--- src/rtl/hazard_ctrl.sv ---
// hazard_ctrl: producer-side hazard controller for the 5-stage core.
// It decides, every cycle, which pipeline registers advance, which are
// turned into bubbles, and whether the PC moves. It covers the three
// hazards that forwarding cannot bypass:
//   - a data-memory access in MEM that has not been acknowledged (freeze),
//   - a taken branch/jump resolved in EX (wrong-path squash),
//   - a load in EX whose result is needed by the instruction in ID.
// A watchdog bounds the memory wait. A free-running counter records how
// many cycles the front end was held.
module hazard_ctrl #(
    parameter int REG_AW      = 5,
    parameter int MEM_TIMEOUT = 256,
    parameter int CNT_W       = 32
) (
    input  logic              clk,
    input  logic              rst_n,
    input  logic [REG_AW-1:0] id_rs1,
    input  logic [REG_AW-1:0] id_rs2,
    input  logic              id_use_rs1,
    input  logic              id_use_rs2,
    input  logic [REG_AW-1:0] id_ex_rd,
    input  logic              id_ex_memread,
    input  logic              ex_branch_taken,
    input  logic              mem_req,
    input  logic              mem_ack,
    output logic              pc_en,
    output logic              if_id_en,
    output logic              if_id_flush,
    output logic              id_ex_en,
    output logic              id_ex_flush,
    output logic              ex_mem_en,
    output logic              mem_wb_bubble,
    output logic              mem_timeout,
    output logic [CNT_W-1:0]  stall_cnt
);

    // Wait counter is wide enough to hold MEM_TIMEOUT-1, its terminal value.
    localparam int                WCNT_W   = (MEM_TIMEOUT > 2) ? $clog2(MEM_TIMEOUT) : 1;
    localparam logic [WCNT_W-1:0] WCNT_MAX = WCNT_W'(MEM_TIMEOUT - 1);
    localparam logic [WCNT_W-1:0] WCNT_ONE = WCNT_W'(1);

    // FSM encoding kept as plain constants for compatibility with older tools.
    localparam logic [1:0] RUN      = 2'b00;
    localparam logic [1:0] MEM_WAIT = 2'b01;

    logic [1:0]        state;
    logic [1:0]        state_nxt;
    logic [WCNT_W-1:0] wcnt;
    logic [WCNT_W-1:0] wcnt_nxt;

    logic in_run;
    logic in_wait;
    logic wait_start;
    logic wait_expire;
    logic freeze;
    logic rs1_hit;
    logic rs2_hit;
    logic load_use;

    // Decode the current memory-handshake situation.
    always_comb begin
        in_run      = (state == RUN);
        in_wait     = (state == MEM_WAIT);
        // A request that is not acknowledged in its first cycle opens a wait.
        wait_start  = in_run & mem_req & ~mem_ack;
        // The watchdog fires on the last allowed wait cycle without an ack;
        // that cycle is released rather than frozen.
        wait_expire = in_wait & ~mem_ack & (wcnt == WCNT_MAX);
        freeze      = wait_start | (in_wait & ~mem_ack & (wcnt != WCNT_MAX));
    end

    // Detect a load in EX feeding a register the ID instruction reads.
    // x0 is hard-wired to zero, so a load targeting it never creates a hazard.
    always_comb begin
        rs1_hit  = id_use_rs1 & (id_rs1 == id_ex_rd);
        rs2_hit  = id_use_rs2 & (id_rs2 == id_ex_rd);
        load_use = id_ex_memread & (id_ex_rd != '0) & (rs1_hit | rs2_hit);
    end

    // Next-state and wait-counter logic for the memory-wait FSM.
    always_comb begin
        state_nxt = state;
        wcnt_nxt  = wcnt;
        case (state)
            RUN: begin
                wcnt_nxt = '0;
                if (wait_start) begin
                    state_nxt = MEM_WAIT;
                    // The first stalled cycle has already elapsed on entry.
                    wcnt_nxt  = WCNT_ONE;
                end
            end
            MEM_WAIT: begin
                if (mem_ack || wait_expire) begin
                    // Normal completion or forced release: either way the
                    // pipeline resumes and the counter starts fresh.
                    state_nxt = RUN;
                    wcnt_nxt  = '0;
                end else begin
                    wcnt_nxt = wcnt + WCNT_ONE;
                end
            end
            default: begin
                // Unused encodings recover to RUN.
                state_nxt = RUN;
                wcnt_nxt  = '0;
            end
        endcase
    end

    // FSM state and wait counter; reset abandons any outstanding wait.
    always_ff @(posedge clk or negedge rst_n) begin
        if (!rst_n) begin
            state <= RUN;
            wcnt  <= '0;
        end else begin
            state <= state_nxt;
            wcnt  <= wcnt_nxt;
        end
    end

    // Pipeline enables and flushes, highest-priority hazard first.
    always_comb begin
        pc_en         = 1'b1;
        if_id_en      = 1'b1;
        if_id_flush   = 1'b0;
        id_ex_en      = 1'b1;
        id_ex_flush   = 1'b0;
        ex_mem_en     = 1'b1;
        mem_wb_bubble = 1'b0;
        if (!rst_n) begin
            // While in reset nothing advances and every stage holds a bubble.
            pc_en         = 1'b0;
            if_id_en      = 1'b0;
            if_id_flush   = 1'b1;
            id_ex_en      = 1'b0;
            id_ex_flush   = 1'b1;
            ex_mem_en     = 1'b0;
            mem_wb_bubble = 1'b1;
        end else if (freeze) begin
            // Hold every register upstream of MEM/WB. No flushes here, so a
            // taken branch sitting in EX survives the freeze and is acted on
            // in the cycle the memory releases.
            pc_en         = 1'b0;
            if_id_en      = 1'b0;
            id_ex_en      = 1'b0;
            ex_mem_en     = 1'b0;
            mem_wb_bubble = 1'b1;
        end else begin
            if (ex_branch_taken) begin
                // IF and ID hold wrong-path instructions; any load-use
                // match against them is meaningless.
                if_id_flush = 1'b1;
                id_ex_flush = 1'b1;
            end else if (load_use) begin
                // One-cycle stall: hold IF/ID and PC, insert a bubble into
                // EX, let the load move on to MEM where forwarding reaches it.
                pc_en       = 1'b0;
                if_id_en    = 1'b0;
                id_ex_flush = 1'b1;
            end
            if (wait_expire) begin
                // The abandoned access returned no valid data; keep it out
                // of the register file.
                mem_wb_bubble = 1'b1;
            end
        end
    end

    // One-cycle pulse reporting a watchdog-forced release.
    always_ff @(posedge clk or negedge rst_n) begin
        if (!rst_n) begin
            mem_timeout <= 1'b0;
        end else begin
            mem_timeout <= wait_expire;
        end
    end

    // Count every cycle the PC was held; wraps naturally at 2^CNT_W.
    always_ff @(posedge clk or negedge rst_n) begin
        if (!rst_n) begin
            stall_cnt <= '0;
        end else if (!pc_en) begin
            stall_cnt <= stall_cnt + CNT_W'(1);
        end
    end

endmodule

--- config.mk ---
export PLATFORM = sky130hd
export DESIGN_NAME = hazard_ctrl
export DESIGN_NICKNAME = d
export VERILOG_FILES = /design/src/rtl/hazard_ctrl.sv
export SDC_FILE = /design/constraint.sdc
export NUM_CORES = 1
export LEC_CHECK = 0
export CAP_MARGIN = 5
export CORE_ASPECT_RATIO = 1.4
export CORE_UTILIZATION = 43
export DETAILED_ROUTE_END_ITERATION = 8
export GPL_TIMING_DRIVEN = 0
export PLACE_DENSITY = 0.76
export SYNTH_ARGS = -nofsm -noshare
export SYNTH_HDL_FRONTEND = slang
export SYNTH_SLANG_ARGS = --single-unit
--- constraint.sdc ---
create_clock -name clk -period 2.2 [get_ports clk]
set_clock_uncertainty 0.2 [all_clocks]
set_input_delay 0.44 -clock clk [delete_from_list [all_inputs] [get_ports clk]]
set_output_delay 0.44 -clock clk [all_outputs]
set_load 0.02 [all_outputs]
==> key figures, run 1 <==
Timing
  – Final slew viol count: 0
  – Rel. slew slack: between 50% and 60%
  – Number of hold violations in the final report: 38
  – Final Cycle Share: 117%
  – Min Tclk post-route: 2580 ps
  – Hold Slack: -86.8 ps
  – Final setup vio count: 39
  – Fmax: 388 MHz
  – Final setup margin: -378 ps
  – Worst-Margin Slew: around 700 ps
  – RSZ-0062 raised after global routing: yes

Floorplan
  – Core area: 4880 µm²
  – Die Area: around 5400 µm²
  – Die Wd: between 60 and 70 µm
  – Initial core utilization: between 40% and 50%
  – Height of the die: 86.5 µm
  – Top Ports: 63
  – Std-Cell Rows: 30

Synth
  – Synth top area cells: dfrtp_1, xor2_1, xnor2_1, nand2_1, nor2_1
  – Cell Area, Synth: roughly 2200 µm²
  – Mapped Nets: around 240
  – Yosys reg bits: between 40 and 50
  – Mean Syn Cell Area: 10.3 µm²
  – Library cells used by synthesis: 37
  – Cells after synthesis: about 210
  – Syn. warnings: 0
  – Top-area cell type share of the netlist area: 47.9%
  – Post-synth top area cell: dfrtp_1
  – Sequential share of the synthesized area: 47.9%

Status
  – Failing checks: hold timing, setup timing
  – Outcome: finished, violations left

Routing
  – Routed WL: approximately 6800 µm
  – Via Count: 2043
  – Final antenna-violating net count: 0
  – DRT iter0 DRCs: 89
  – DR pass1 iterations: 4
  – Vias per cell: between 5 and 6
  – DR WL/cell: between 15 and 20 µm
  – Post-route DRC: 0

Power
  – Total power: 2.61 mW
  – Psw: 927 µW
  – Seq pwr share: 40.1%
  – Leakage: about 1.7 nW
  – Clock power frac: between 20% and 30%
  – Sw frac: between 30% and 40%
  – PwrDens: about 700 nW/µm²
  – Logic pwr share: a little over a third
  – Cell internal pwr: roughly 1.7 mW
  – Worst vdd ir: between 700 and 800 µV

Place
  – DP Cell Count: 340
  – Post-DP Area: slightly below 3000 µm²
  – Worst slack at placement: -1290 ps
  – IO buf count: 62
  – GP Congestion: just over 0.8
  – Dpl hpwl: about 3600 µm

Final layout
  – # diodes: 0
  – Area of the multi-input gates: between 1000 and 1500 µm²
  – Final net count: 338
  – Design Area, Final: roughly 3700 µm²
  – Fin util: ~76%
  – Share of cells above drive strength 1: about 33%
  – Sequential Area: roughly 1100 µm²
  – Post-Layout Cell Count: 378
  – Filler instances: 318
  – Synth-to-Final Area Change: 69.2%

Clock tree
  – Longest Clk Path Bufs: 2
  – CTS tree: done
  – Inserted Clock Buffers: 5
  – Clk Latency, worst-skew pair: ~300 ps
  – CTS H-Tree Depth: 2
  – Post-CTS Hold Fix Bufs: 1
  – Reg clk slew, reported paths: approximately 80 ps
  – Clk root buf: clkbuf_8
  – Clock sink count: 42

Global routing
  – First-pass GRT wire length: 9980 µm
  – Vias in the first global route: around 2000
  – GR peak layer: met2
  – M3 GR Usage: under 10%
  – Grt total ovfl: 0
  – Met2 usage: between 40% and 50%
  – Met1 global-route usage: 27.0%
  – GRT Util Overall: 23.9%
  – Pin count of the biggest net entering global routing: 42
  – Initial antenna violation count: 0

Setup path
  – CP Capture Type: primary output
  – Critical Path Fanout Max: 3
  – WP data arrival: 1940 ps
  – Critical R2R Launch: wcnt[0]
  – Critical path type: reg2out
  – CP required: about 1600 ps
  – Worst R2R Path Depth: 11
  – Setup slack, reg-to-reg: -300 ps
  – Setup crit start kind: flop
  – RR Endpoint: stall_cnt[28]

Worst hold path
  – Hold WC Path Type: in2async

Job
  – Max cap viols: 0
## registers in the layout (all words and copies together), names as in the netlist
name and cells:
stall_cnt 32, wcnt 8, mem_timeout 1, state 1
## synthesized netlist by cell type
master,instances
a21oi_1,2
a21oi_2,1
a311oi_2,1
a32oi_1,1
and2_1,2
and3_1,3
and4_4,1
and4bb_1,1
buf_4,3
buf_6,2
dfrtp_1,42
ha_1,2
inv_1,4
mux2_2,1
nand2_1,21
nand2b_1,5
nand3_1,12
nand3_4,1
nand3b_1,1
nand4_1,8
nor2_1,21
nor2b_1,1
nor3_1,10
nor3b_1,1
nor3b_2,1
nor4_1,6
nor4_2,1
nor4_4,1
nor4b_1,2
o21ai_0,4
o21ai_2,1
o22ai_1,1
or2b_2,1
or3_1,1
or4_1,1
xnor2_1,14
xor2_1,32
## worst max-delay path by stage
stage	depth (start not counted)	startpoint	endpoint
after floorplan	6	id_ex_rd[0]	pc_en
after global placement	6	rst_n	pc_en
after detailed placement	8	id_ex_rd[0]	pc_en
after CTS	8	wcnt[0]	pc_en
after global routing	8	wcnt[0]	pc_en
final	8	wcnt[0]	pc_en
## power by group through the flow
| stage | combinational, mW | sequential (mW) | clock (mW) |
|---|---|---|---|
| global placement | 0.700 | 1.04 | 0 |
| finish | 0.941 | 1.05 | 0.623 |
| floorplan | 0.252 | 1.14 | 0 |
| CTS | 0.830 | 1.03 | 0.617 |
| global route | 0.988 | 1.06 | 0.663 |
| detailed placement | 0.711 | 1.04 | 0 |
## layout make-up
class | instances | area share [%]
inverters | 4 | 0.472
flip-flops and latches | 42 | 28.3
clock buffers | 7 | 2.06
multi-input cells | 162 | 39.1
repair buffers | 93 | 25.4
clock inverters | 1 | 0.809
well taps | 64 | 2.16
plain buffers | 5 | 1.65
## worst max-delay path, cell delays in order, from the launching register on
cell and delay, ps:
dfrtp_1 380, ha_2 180, and4_4 220, a311oi_4 90, or2b_4 290, a21oi_4 140
buf_6 130, buf_6 80, buf_6 100
## cell families (layout without fill, tap and decap cells)
logic type / count (synthesis) / after routing / synth area share, %
buf+inv: 9 / 110 / 2.74
mux: 1 / 1 / 0.513
simple gates: 102 / 102 / 25.8
fa+ha+maj: 2 / 2 / 1.14
xor+xnor: 46 / 46 / 18.4
flops: 42 / 42 / 47.9
compound gates: 11 / 11 / 3.54
## metrics by stage
| stage | TNS (ps) | hold slack, ps |
|---|---|---|
| 6_report | -6250 | -86.8 |
| 5_1_grt | -9150 | -67.0 |
| 4_1_cts | -5630 | -64.0 |
| 3_5_place_dp | -23750 | 74.3 |
| 3_3_place_gp | -88170 | 257 |
| 2_1_floorplan | -307 | -55.6 |
## routing by layer
metal | vias to the layer above | routed length [µm]
li1 | 929 | -
met4 | 0 | 227
met3 | 20 | 251
met2 | 64 | 3850
met5 | - | 0
met1 | 1030 | 2490
## layout by cell type (no fill, tap or decap), drive strengths merged, types with 3 or more instances in the layout
cell / instances
buf: 44
nand2: 21
nand2b: 5
nor2: 21
and3: 3
dlygate4sd2: 9
xnor2: 14
a21oi: 3
clkdlybuf4s50: 39
nor3: 10
nor4: 8
clkbuf: 9
nand3: 13
dfrtp: 42
xor2: 32
o21ai: 5
nand4: 8
inv: 4
## repair_timing
action	in CTS	in global routing
pin swaps	28	28
cloned	1	1
resized for setup	123	29
endpoints found under the hold margin	4	38
setup buffers	16	15
endpoints found under the setup margin	39	39
Power figures use the tool's default switching activity.
==> inputs of run 2 (changes only) <==
--- a/config.mk
+++ b/config.mk
@@ -7,10 +7,12 @@
 export LEC_CHECK = 0
 export CAP_MARGIN = 5
 export CORE_ASPECT_RATIO = 1.4
-export CORE_UTILIZATION = 43
+export CORE_UTILIZATION = 51
+export CTS_CLUSTER_DIAMETER = 150
 export DETAILED_ROUTE_END_ITERATION = 8
+export DONT_BUFFER_PORTS = 1
 export GPL_TIMING_DRIVEN = 0
-export PLACE_DENSITY = 0.76
+export PLACE_DENSITY = 0.69
 export SYNTH_ARGS = -nofsm -noshare
 export SYNTH_HDL_FRONTEND = slang
 export SYNTH_SLANG_ARGS = --single-unit
==> run 2 against run 1 <==
Against the previous run: the run ends with DRC, hold timing, setup timing left; highest routed layer unchanged; cell area decreased by 23%; die area shrank 15%; via count down 16%; register-to-register slack better by 70 ps.
==> key figures, run 2 (synthesis gave the netlist of run 1 again) <==
Status
  – Outcome: finished, violations left
  – Failing checks: DRC, hold timing, setup timing

Routing
  – Routed WL: 5450 µm (-20%)
  – DR WL/cell: 19.3 µm (+6.8%)
  – DRT iter0 DRCs: 69 (-22%)
  – Post-route DRC: 4 (+4)
  – Final antenna-violating net count: 0 (unchanged)
  – DR pass1 iterations: 8 (+4)
  – Via Count: 1714 (-16%)
  – Vias per cell: 6.06 (+12%)

Timing
  – Final setup margin: -354 ps (+23.7 ps)
  – Final setup vio count: 34 (-13%)
  – Rel. slew slack: 61.4% (+8.2 points)
  – Final slew viol count: 0 (unchanged)
  – Final Cycle Share: 116% (-1.1 points)
  – Number of hold violations in the final report: 42 (+11%)
  – Min Tclk post-route: 2550 ps (-23.7 ps)
  – RSZ-0062 raised after global routing: yes
  – Hold Slack: -373 ps (-287 ps)
  – Fmax: 391 MHz (+0.93%)
  – Worst-Margin Slew: 577 ps (-123 ps)

Floorplan
  – Die Wd: 57.4 µm (-7.9%)
  – Std-Cell Rows: 27 (-10%)
  – Height of the die: 79.6 µm (-8.0%)
  – Top Ports: 63 (unchanged)
  – Initial core utilization: 54.6% (+9.6 points)
  – Die Area: 4570 µm² (-15%)
  – Core area: 4020 µm² (-18%)

Power
  – Psw: 819 µW (-12%)
  – Cell internal pwr: 1.46 mW (-13%)
  – Logic pwr share: 21.2% (-15 points)
  – Clock power frac: 26.7% (+2.8 points)
  – Seq pwr share: 52.1% (+12 points)
  – PwrDens: 800 nW/µm² (+14%)
  – Leakage: 1.23 nW (-26%)
  – Sw frac: 35.9% (+0.38 points)
  – Worst vdd ir: 794 µV (+7.2%)

Global routing
  – Grt total ovfl: 0 (unchanged)
  – GRT Util Overall: 23.7% (-0.16 points)
  – M3 GR Usage: 5.51% (+1.2 points)
  – Initial antenna violation count: 0 (unchanged)
  – Vias in the first global route: 1780 (-11%)
  – Met1 global-route usage: 26.7% (-0.24 points)
  – First-pass GRT wire length: 8330 µm (-17%)
  – Met2 usage: 43.4% (-1.1 points)
  – Pin count of the biggest net entering global routing: 46 (+9.5%)
  – GR peak layer: met2

Clock tree
  – Longest Clk Path Bufs: 2 (unchanged)
  – Post-CTS Hold Fix Bufs: 1 (unchanged)
  – Clock sink count: 42 (unchanged)
  – Clk root buf: clkbuf_8
  – Inserted Clock Buffers: 5 (unchanged)
  – Reg clk slew, reported paths: 90 ps (about the same)
  – CTS tree: done
  – Clk Latency, worst-skew pair: 300 ps (about the same)
  – CTS H-Tree Depth: 2 (unchanged)

Setup path
  – WP data arrival: 1910 ps (-30 ps)
  – RR Endpoint: stall_cnt[4]
  – Critical Path Fanout Max: 6 (+3)
  – Setup crit start kind: flop
  – CP required: 1560 ps (about the same)
  – Critical R2R Launch: wcnt[0]
  – CP Capture Type: primary output
  – Setup slack, reg-to-reg: -230 ps (+70 ps)
  – Worst R2R Path Depth: 11 (unchanged)
  – Critical path type: reg2out

Final layout
  – Fin util: 71.0% (-5.1 points)
  – Largest Register: stall_cnt
  – Commonest non-fill, non-tap cell in the layout: xor2_1
  – Largest registers: stall_cnt x32, wcnt x8
  – Final net count: 264 (-22%)
  – Most frequent cells in the layout: xor2_1, dfrtp_1, nand2_1
  – Share of cells above drive strength 1: 33.8% (+0.63 points)
  – Synth-to-Final Area Change: 30.0%
  – Max reg flops: 32 (unchanged)
  – # diodes: 0 (unchanged)

Job
  – Max cap viols: 0 (unchanged)

Place
  – Worst slack at placement: -271 ps (+1010 ps)
  – IO buf count: 0 (-100%)
  – GP Congestion: 0.811 (-0.33%)
  – Dpl hpwl: 3400 µm (-4.8%)

Worst hold path
  – Hold WC Path Type: in2async
-- run 2: timing repair --
action,in CTS,in global routing
gates cloned,1,0
pin swaps,4,19
buffers inserted,6,12
endpoints found under the hold margin,43,42
setup endpoints to repair,36,37
resized for setup,41,23
-- run 2: layout make-up --
class | count | area [µm²]
Sequential cell | 42 | 1070
Clock inverter | 2 | 37.5
Timing Repair Buffer | 19 | 181
Multi-Input combinational cell | 162 | 1360
Inverter | 4 | 15.0
Buffer | 5 | 65.1
Fill cell | 280 | 1170
Clock buffer | 6 | 72.6
Tap cell | 43 | 53.8
-- run 2: per-layer routing --
metal  part of all wire [%]  vias to the layer above
met1                     38                      880
met2                     57                       46
met4                    1.2                        0
met5                      0                        -
li1                       -                      780
met3                    4.1                        8
-- run 2: worst max-delay path, cell delays in order, from the launching register on --
cell and delay (ps):
dfrtp_1 380, ha_2 190, and4_4 230, a311oi_4 100, or2b_4 290, a21oi_4 150
buf_8 160, buf_6 120
-- run 2: worst max path at each step --
| stage | startpoint | endpoint | slack (ps) | cells past startpoint |
|---|---|---|---|---|
| after floorplan | id_ex_rd[0] | pc_en | -100 | 6 |
| after global placement | wcnt[0] | pc_en | -210 | 7 |
| after detailed placement | id_ex_rd[0] | stall_cnt[28] | -270 | 7 |
| after CTS | wcnt[0] | pc_en | -360 | 7 |
| after global routing | wcnt[1] | pc_en | -440 | 7 |
| final | wcnt[0] | pc_en | -350 | 7 |
-- run 2: power by group through the flow --
stage / Combinational, mW / Clock [mW] / Sequential [mW]
after global routing: 0.516 / 0.652 / 1.20
after CTS: 0.400 / 0.619 / 1.17
final: 0.484 / 0.608 / 1.19
after detailed placement: 0.302 / 0 / 1.18
after global placement: 0.284 / 0 / 1.18
after floorplan: 0.252 / 0 / 1.14
-- run 2: metrics by stage --
| stage | cell area [µm²] | instances | TNS (ps) | total power [mW] |
|---|---|---|---|---|
| CTS | 2690 | 272 | -4810 | 2.19 |
| finish | 2850 | 283 | -6120 | 2.28 |
| global route | 2850 | 283 | -9000 | 2.37 |
| floorplan | 2220 | 213 | -307 | 1.39 |
| global placement | 2270 | 256 | -3150 | 1.46 |
| detailed placement | 2270 | 256 | -4850 | 1.48 |
==> inputs of run 3 (changes only) <==
--- a/config.mk
+++ b/config.mk
@@ -5,14 +5,17 @@
 export SDC_FILE = /design/constraint.sdc
 export NUM_CORES = 1
 export LEC_CHECK = 0
+export ABC_AREA = 1
 export CAP_MARGIN = 5
 export CORE_ASPECT_RATIO = 1.4
+export CORE_MARGIN = 4
 export CORE_UTILIZATION = 51
 export CTS_CLUSTER_DIAMETER = 150
 export DETAILED_ROUTE_END_ITERATION = 8
 export DONT_BUFFER_PORTS = 1
 export GPL_TIMING_DRIVEN = 0
 export PLACE_DENSITY = 0.69
+export RECOVER_POWER = 25
 export SYNTH_ARGS = -nofsm -noshare
 export SYNTH_HDL_FRONTEND = slang
 export SYNTH_SLANG_ARGS = --single-unit
==> run 3 against run 2 <==
Against the previous run: the flow finishes with violations (setup timing); utilization is 10 points lower; critical endpoint is now id_ex_en; sequential share of layout area is 6.2 points lower; total power is 16% lower; final cell count is 94% higher; via count is 60% higher; wire length is 41% higher; sequential cell count stayed put; register-to-register slack better by 330 ps; clock-buffer cell count is 1 lower; maximum frequency is 5.2% higher; combinational power is 18% lower; largest power group unchanged; clock power is 10% lower.
==> key figures, run 3 <==
Status
  – Outcome: finished, violations left
  – Failing checks: setup timing

Timing
  – Final TNS setup: -996 ps (+5120 ps)
  – Worst-Margin Slew: 1060 ps (+479 ps)
  – Final setup vio count: 6 (-82%)
  – Min Tclk post-route: 2430 ps (-125 ps)
  – Final slew viol count: 0 (unchanged)
  – Rel. slew slack: 29.6% (-32 points)
  – Fmax: 412 MHz (+5.2%)
  – RSZ-0062 raised after global routing: yes
  – Number of hold violations in the final report: 0 (-100%)
  – Final setup margin: -229 ps (+125 ps)
  – Final Cycle Share: 110% (-5.7 points)

Worst hold path
  – Hold WC Path Type: in2reg

Setup path
  – Critical Path Fanout Max: 6 (unchanged)
  – Critical path type: reg2out
  – Critical path cell sequence: ha_2 > nand2_2 > nor2_4 > nand2_2 > nand2_4 > nand2_8 > nor2_8 > buf_6 > buf_12 > buf_8
  – Cell mode on critical path: nand2_2
  – Setup crit start kind: flop
  – Worst path max stage delay: 370 ps (about the same)
  – WP data arrival: 1790 ps (-120 ps)
  – Crit-path slowest cell: dfrtp_1
  – CP Capture Type: primary output
  – Setup slack, reg-to-reg: 100 ps (+330 ps)
  – CP required: 1560 ps (about the same)

Global routing
  – Initial antenna violation count: 0 (unchanged)
  – Pin count of the biggest net entering global routing: 43 (-6.5%)
  – First-pass GRT wire length: 13100 µm (+58%)
  – Vias in the first global route: 2871 (+61%)
  – GRT Util Overall: 23.2% (-0.56 points)
  – Grt total ovfl: 0 (unchanged)

Clock tree
  – Clk Latency, worst-skew pair: 300 ps (about the same)
  – Inserted Clock Buffers: 5 (unchanged)
  – Clk root buf: clkbuf_8
  – Longest Clk Path Bufs: 2 (unchanged)
  – CTS tree: done
  – CTS H-Tree Depth: 2 (unchanged)
  – Reg clk slew, reported paths: 90 ps (about the same)
  – Clock sink count: 42 (unchanged)

Synth
  – Sequential share of the synthesized area: 35.4% (-12 points)
  – Mapped Nets: 483 (+100%)
  – Cell Area, Synth: 2970 µm² (+35%)
  – Post-synth top area cell: dfrtp_1
  – Async SR Flop Fraction: 100% (unchanged)
  – Top-area cell type share of the netlist area: 35.4% (-12 points)
  – Synth Flop Type: dfrtp_1
  – Mean Syn Cell Area: 6.47 µm² (-37%)
  – EDFF count, synth: 0 (unchanged)
  – Synth top area cells: dfrtp_1, nand2_1, nor2_1, nand3_1, inv_1
  – Synth cell count leaders: nand2_1, nor2_1, inv_1, nand3_1, dfrtp_1
  – Syn. warnings: 0 (unchanged)
  – Yosys reg bits: 42 (unchanged)
  – Library cells used by synthesis: 26 (-30%)
  – Count leader, synth: nand2_1
  – Cells after synthesis: 458 (+120%)

Floorplan
  – Initial core utilization: 53.3% (-1.3 points)
  – Std-Cell Rows: 32 (+19%)
  – Height of the die: 98.2 µm (+23%)
  – Die Wd: 72.4 µm (+26%)
  – Top Ports: 63 (unchanged)
  – Die Area: 7120 µm² (+56%)
  – Core area: 5570 µm² (+38%)

Routing
  – Final antenna-violating net count: 0 (unchanged)
  – Vias per cell: 5.01 (-17%)
  – Routed WL: 7700 µm (+41%)
  – Via Count: 2748 (+60%)
  – DR pass1 iterations: 4 (-4)
  – DRT iter0 DRCs: 124 (+80%)
  – DR WL/cell: 14.0 µm (-27%)
  – Post-route DRC: 0 (-4)

Place
  – IO buf count: 0 (unchanged)
  – Worst slack at placement: -197 ps (+74.5 ps)
  – GP Congestion: 0.959 (+18%)
  – Dpl hpwl: 5810 µm (+71%)

Final layout
  – Final net count: 504 (+91%)
  – Max reg flops: 32 (unchanged)
  – # diodes: 0 (unchanged)
  – Share of cells above drive strength 1: 13.5% (-20 points)
  – Synth-to-Final Area Change: 14.2%
  – Most frequent cells in the layout: nand2_1, nor2_1, inv_1, nand3_1, dfrtp_1
  – Largest Register: stall_cnt
  – Commonest non-fill, non-tap cell in the layout: nand2_1
  – Largest registers: stall_cnt x32, wcnt x8

Job
  – Max cap viols: 0 (unchanged)

Power
  – Leakage: 1.63 nW (+32%)
  – PwrDens: 568 nW/µm² (-29%)
  – Worst vdd ir: 344 µV (-57%)
[run 3: area by class of cell]
type                            instances  area (µm²)
Inverter                               47         180
Fill cell                             549        2180
Sequential cell                        42        1060
Clock buffer                            5        68.8
Buffer                                 10         101
Timing Repair Buffer                   15         145
Multi-Input combinational cell        358        1720
Tap cell                               68        85.1
Clock inverter                          3        26.3
[run 3: report_power, final]
| group | switching (mW) | internal, mW | leakage (nW) | total, mW |
|---|---|---|---|---|
| registers | 0.156 | 0.827 | 0.570 | 0.983 |
| clock network | 0.309 | 0.236 | 0.0495 | 0.546 |
| logic | 0.219 | 0.176 | 1.01 | 0.395 |
[run 3: stage by stage]
step,hold WS (ps),cell area [µm²],cells,util [%],power [mW]
floorplan,-55.6,2980,458,-,1.23
global placement,-54.5,3060,526,55.1,1.30
detailed placement,-54.4,3060,526,55.1,1.30
CTS,133,3330,546,59.9,1.92
global route,237,3390,548,60.9,2.03
finish,200,3390,548,60.9,1.92
[run 3: path summary, 6_finish.rpt]
check,start,to,cells past startpoint
worst max-delay path,wcnt[0],id_ex_en,10
worst min-delay path,mem_req,wcnt[0],2
worst max register to register,wcnt[0],stall_cnt[20],13
worst min register to register,wcnt[7],wcnt[7],2
max in group asynchronous,rst_n,stall_cnt[6],2
min in group asynchronous,rst_n,stall_cnt[23],2
[run 3: repair_timing]
action	CTS	global route
setup buffers	9	3
setup endpoints to repair	9	14
resized for setup	13	15
endpoints found under the hold margin	42	0
pin swaps	6	8
cloned	1	0
hold buffers	2	0
[run 3: routing by layer]
layer  global-route usage [%]  routed length (µm)
met1                     25.8                3080
met2                     41.6                3910
met3                     4.94                 416
met4                     9.80                 284
met5                        0                   0
[run 3: cell families after synthesis]
| group | after synthesis | synth area share [%] |
|---|---|---|
| flops | 42 | 35.4 |
| compound gates | 7 | 1.18 |
| xor+xnor | 15 | 4.43 |
| simple gates | 334 | 49.0 |
| buf+inv | 58 | 9.07 |
| fa+ha+maj | 2 | 0.844 |
[run 3: worst max-delay path, delay by kind of cell (launching register included)]
family                     cells  cell delay (ps)
adders and majority gates      1              190
buffers and inverters          3              350
DFF                            1              370
and+or+nand+nor                6              560
